[config.mk]
export PLATFORM = sky130hd
export DESIGN_NAME = grasspopper_encoder
export DESIGN_NICKNAME = d
export VERILOG_FILES = /design/src/rtl/grasspopper_encoder.sv
export SDC_FILE = /design/constraint.sdc
export NUM_CORES = 1
export LEC_CHECK = 0
export CAP_MARGIN = 20
export CORE_ASPECT_RATIO = 1.2
export CORE_MARGIN = 5
export CORE_UTILIZATION = 40
export DETAILED_ROUTE_END_ITERATION = 7
export GPL_TIMING_DRIVEN = 0
export PLACE_DENSITY = 0.76
export SLEW_MARGIN = 20
export SYNTH_ARGS = -nofsm -noshare
export SYNTH_HDL_FRONTEND = slang
export SYNTH_SLANG_ARGS = --single-unit
export TNS_END_PERCENT = 1
[constraint.sdc]
create_clock -name clk -period 23.1 [get_ports clk]
set_clock_uncertainty 0.2 [all_clocks]
set_input_delay 5.775 -clock clk [delete_from_list [all_inputs] [get_ports clk]]
set_output_delay 5.775 -clock clk [all_outputs]
set_load 0.02 [all_outputs]
[src/rtl/grasspopper_encoder.sv]
// grasspopper_encoder: 256-bit parallel-to-serial frame encoder, MSB first.
// Define GP_SCRAMBLE_EN to whiten the stream with an additive x^7+x^6+1 LFSR.
module grasspopper_encoder (
  input  logic         clk,
  input  logic         reset,
  input  logic [255:0] data_i,
  output logic         data_o,
  output logic         busy
);

  typedef enum logic {
    IDLE,
    SHIFT
  } state_t;

  localparam logic [8:0] LAST = 9'd256;

  state_t       r_state;
  state_t       w_state_nxt;
  logic [255:0] r_shreg;
  logic [255:0] w_shreg_nxt;
  logic [8:0]   r_cnt;
  logic [8:0]   w_cnt_nxt;
  logic         r_busy;
  logic         w_busy_nxt;
  logic         r_data;
  logic         w_data_nxt;
  logic         w_s;
  logic         w_last;

`ifdef GP_SCRAMBLE_EN
  localparam logic [6:0] SEED = 7'h7F;

  logic [6:0] r_lfsr;
  logic [6:0] w_lfsr_nxt;

  assign w_s = r_lfsr[6] ^ r_lfsr[5];
`else
  assign w_s = 1'b0;
`endif

  assign w_last = (r_cnt == LAST);
  assign data_o = r_data;
  assign busy   = r_busy;

  always_ff @(posedge clk or posedge reset) begin
    if (reset) begin
      r_state <= IDLE;
      r_shreg <= '0;
      r_cnt   <= '0;
      r_busy  <= 1'b0;
      r_data  <= 1'b0;
    end else begin
      r_state <= w_state_nxt;
      r_shreg <= w_shreg_nxt;
      r_cnt   <= w_cnt_nxt;
      r_busy  <= w_busy_nxt;
      r_data  <= w_data_nxt;
    end
  end

`ifdef GP_SCRAMBLE_EN
  always_ff @(posedge clk or posedge reset) begin
    if (reset) begin
      r_lfsr <= SEED;
    end else begin
      r_lfsr <= w_lfsr_nxt;
    end
  end
`endif

  always_comb begin
    w_state_nxt = r_state;
    w_shreg_nxt = r_shreg;
    w_cnt_nxt   = r_cnt;
    w_busy_nxt  = r_busy;
    w_data_nxt  = r_data;
`ifdef GP_SCRAMBLE_EN
    w_lfsr_nxt  = r_lfsr;
`endif
    unique case (r_state)
      IDLE: begin
        // capture edge; the lead-in cycle carries no payload
        w_shreg_nxt = data_i;
        w_cnt_nxt   = '0;
        w_busy_nxt  = 1'b1;
        w_data_nxt  = 1'b0;
        w_state_nxt = SHIFT;
`ifdef GP_SCRAMBLE_EN
        w_lfsr_nxt  = SEED;
`endif
      end
      SHIFT: begin
        if (w_last) begin
          w_busy_nxt  = 1'b0;
          w_data_nxt  = 1'b0;
          w_state_nxt = IDLE;
        end else begin
          w_data_nxt  = r_shreg[255] ^ w_s;
          w_shreg_nxt = {r_shreg[254:0], 1'b0};
          w_cnt_nxt   = r_cnt + 9'd1;
`ifdef GP_SCRAMBLE_EN
          w_lfsr_nxt  = {r_lfsr[5:0], w_s};
`endif
        end
      end
      default: begin
        w_state_nxt = IDLE;
      end
    endcase
  end

endmodule

### Yosys cells after proc, flatten, opt, wreduce, memory -nomap -nowiden

Cells that the tools add are included.

* flip-flop bits (word level): 268
* bits in latches: 0
* RAM bits: 0
* memory bits (read-only): 0
* input bits: 258
* output and inout bits: 2
* word-level logic and storage cells: 20
* memories: 0

* $add $sub $neg: 1
* $mul: 0
* div/mod/pow operators: 0
* magnitude comparators: 0
* eq/ne operators: 3
* shift-type cells: 0
* muxes and demuxes: 10
* bitwise logic cells: 1
* reduce and logical (&&, ||, !) cells: 0

Operators with widths (number)
* $pmux 256 s2: 1
* $mux 256: 1
* $pmux 9 s2: 1
* $add 9x1->9 const B: 1
* $eq 9x9->1 const B: 1
* $mux 9: 1
* $pmux 1 s2: 3
* $mux 1: 3
* $ne 2x1->1 const B: 1
* $ne 2x2->1 const B: 1
* $not 1->1: 1

### Logic depth before layout (Yosys ltp)

* depth after elaboration: 3
* depth in mapped cells: 8
* gate-level depth less buffers: 5

### Worst setup path after synthesis

No wires, ideal clock.

* kind: register to output
* start: reg r_busy (netlist: busy)
* end: out busy
* arrival time: 0.425 ns
* required time: 17.125 ns
* slack: 16.700 ns
* cell stages (with the launch flop): 1
* buffers on the path: 0
* path through: dfrtp_1

RTL lines
* start: declaration: line 24 `logic r_busy;`
* start signal: assignment: line 57 `r_busy <= w_busy_nxt;`
* end: declaration: line 8 `output logic busy`

No word-level cell between the ends.

### Worst setup path after layout

* start: reg r_data (netlist: data_o)
* end: out data_o

RTL lines
* start: declaration: line 26 `logic r_data;`
* start signal: assignment: line 58 `r_data <= w_data_nxt;`
* end: declaration: line 7 `output logic data_o,`

No word-level cell between the ends.

==> flow_metrics.tcl <==
set metrics [dict create \
    status "completed" \
    clock_latency_ns 0.54 \
    p_per_area_nw_per_um2 61.4 \
    die_h_um 208 \
    grt_pass1_vias 12994 \
    cp_num_buf_inv 1 \
    post_drt_via_cell_ratio 5.81 \
    cts_tree "done" \
    root_buffer "clkbuf_16" \
    synth_seq_cells 268 \
    synthDistinctLibCells 28 \
    tritoncts.num_buffers 29 \
    critPathMaxStageDelay_ns 0.66 \
    yosysWarningCount 0 \
    num-fill-cells 2915 \
    rows 72 \
    port_buffers 259 \
    cellLeakagePower_nw 6.47 \
    grt_max_degree 98 \
    drive_gt1_share_pct 7.51 \
    boundaryPins 260 \
    rsz0062_at_grt "no" \
    syn_to_final_growth_pct 31.8 \
    critPathSlowestCell "clkdlybuf4s50_1" \
    timing.final.ws_setup_ns 15.60 \
    cts_buffer_depth 3 \
    synthesis.nets 1770 \
    r2r_setup_slack_ns 20.54 \
    track_usage_pct 21.2 \
    holdBufCountCts 0 \
    ir_drop_v 0.0000381 \
    wirelength_um 40100 \
    core_area_um2 32300 \
    synth_edf_count 0 \
    min_path_type "register to register" \
    wl_per_cell_um 17.9 \
    path_cells "clkdlybuf4s50_1" \
    period_minus_slack_ns 7.50 \
    fmax_mhz 133 \
    critPathTopFamily "buffers and inverters" \
    globalplace.congestion 0.853 \
    initial_core_util_pct 40.4 \
    synthCells 1510 \
    critPathLaunchType "register" \
    dpl_worst_slack_ns 15.69 \
    worst_slew_pin_slew_ns 0.832 \
    seq_area_frac_synth_pct 51.5 \
    clk_pin_slew_ns 0.06 \
    critPathMaxFanout 1 \
    drtPass1Iterations 7 \
    drt_first_iter_violations 1151 \
    cts.sinks 268 \
    fp.dieArea_um2 36300 \
    hpwl_um 27600 \
    final_net_count 2062 \
    required_ns 17.12 \
    ant_nets 0 \
    setup_viol 0 \
    drc 0 \
    critPathKind "register to primary output" \
    antenna_found_initial 3 \
    synthArstFlopShare_pct 100 \
    maxSlewViolCount 0 \
    fin_tns_setup_ns 0 \
    postSynthAreaPerCell_um2 8.63 \
    crit_path_end_kind "primary output" \
    grt_overflow 0 \
    synthesis.area_um2 13000 \
    cts-htree-levels 1 \
    ctsResizeCount 0 \
    finalCritPeriodShare_pct 32.5 \
    total_power_mw 1.06 \
    post-cts-setup-buffers 0 \
    vias 12990 \
    grt_pass1_wl_um 65300 \
    arrival_ns 1.53 \
    holdWs_ns 0.278 \
    max_slew_margin_pct 44.5 \
    final_core_util_pct 53.3 \
    die_w_um 175 \
    finalHoldViolCount 0 \
    synth-main-ff-cell "dfrtp_1" \
    drv_cap 0 \
]
logic make-up after synthesis:
kind of cell | synth area share (%)
DFF | 51.5
and+or+nand+nor | 18.4
adders and majority gates | 0.192
xor gates and xnor gates | 0.134
buffers and inverters | 7.07
AOI/OAI and AO/OA | 22.8
registers in the layout, indices dropped and copies added (netlist names):
name     count
busy         1
data_o       1
r_cnt        9
r_shreg    256
r_state      1
power by group:
part           switching [mW]  leakage [nW]  internal, mW  total (mW)
logic                  0.0279          2.75        0.0522      0.0801
registers              0.0100          3.24         0.488       0.498
clock network           0.195         0.486         0.282       0.478
worst reg2reg max path: cells and delay by family, from the launching register on:
kind,cells,cell delay [ns]
and+or+nand+nor,2,0.39
adders and majority gates,1,0.16
buffers and inverters,4,1.04
DFF,1,0.42
AOI/OAI and AO/OA,1,0.26
metal layers:
layer	global-route usage (%)	vias up	wire (um)
met1	28.5	6255	16800
li1	-	6063	-
met4	7.29	0	1260
met5	0	-	0
met3	3.55	99	2970
met2	34.8	573	19100
cell usage after synthesis, types with 2 or more instances:
| cell | number | area share [%] |
|---|---|---|
| a21oi_1 | 7 | 0.27 |
| a31oi_1 | 255 | 12 |
| buf_1 | 20 | 0.58 |
| buf_2 | 55 | 2.1 |
| buf_6 | 25 | 2.2 |
| clkbuf_1 | 73 | 2.1 |
| dfrtp_1 | 268 | 51 |
| ha_1 | 2 | 0.19 |
| inv_1 | 4 | 0.12 |
| nand2_1 | 6 | 0.17 |
| nand3_1 | 260 | 10 |
| nor2_1 | 257 | 7.4 |
| nor3_1 | 2 | 0.077 |
| o21ai_0 | 47 | 1.8 |
| o21ai_1 | 209 | 8.0 |
| o21ai_2 | 3 | 0.20 |
| o31ai_1 | 2 | 0.12 |
| or3_1 | 2 | 0.096 |
| or4_1 | 3 | 0.17 |
| xor2_1 | 2 | 0.13 |
cell usage in the layout (no fill, tap or decap), types with 3 or more instances in the layout:
master	n
dfrtp_1	268
nand3_1	260
clkdlybuf4s50_1	259
nor2_1	257
a31oi_1	255
o21ai_1	209
clkbuf_1	76
buf_2	55
o21ai_0	47
clkbuf_16	29
buf_6	25
buf_1	20
clkinv_2	9
a21oi_1	7
nand2_1	6
clkbuf_8	6
diode_2	3
or4_1	3
o21ai_2	3
inv_1	3
bufinv_16	3
per-stage QoR:
stage | instances | area [um2]
after global placement | 2176 | 16100
final | 2234 | 17200
after global routing | 2234 | 17200
after CTS | 2231 | 17200
after floorplan | 1510 | 13000
after detailed placement | 2178 | 16200
area by class of cell:
class	count	area [um2]	share of cell area (%)
inverters	4	22.5	0.131
diodes	3	7.51	0.0437
well taps	407	509	2.96
clock buffers	38	820	4.77
plain buffers	173	906	5.27
clock inverters	15	159	0.925
multi-input cells	1065	5410	31.5
flip-flops and latches	268	6710	39.0
repair buffers	261	2650	15.4
path summary, 6_finish.rpt:
kind,cells after the start,end,startpoint
min,1,busy$_DFFE_PP0P_,busy$_DFFE_PP0P_
min in group asynchronous,2,r_shreg[111]$_DFFE_PP0P_,reset
max reg2reg,8,r_shreg[163]$_DFFE_PP0P_,r_cnt[0]$_DFFE_PP0P_
max in group asynchronous,3,r_shreg[27]$_DFFE_PP0P_,reset
max,1,data_o,data_o$_DFF_PP0_
min reg2reg,1,busy$_DFFE_PP0P_,busy$_DFFE_PP0P_
No activity file was read; power rests on OpenSTA's default activity.
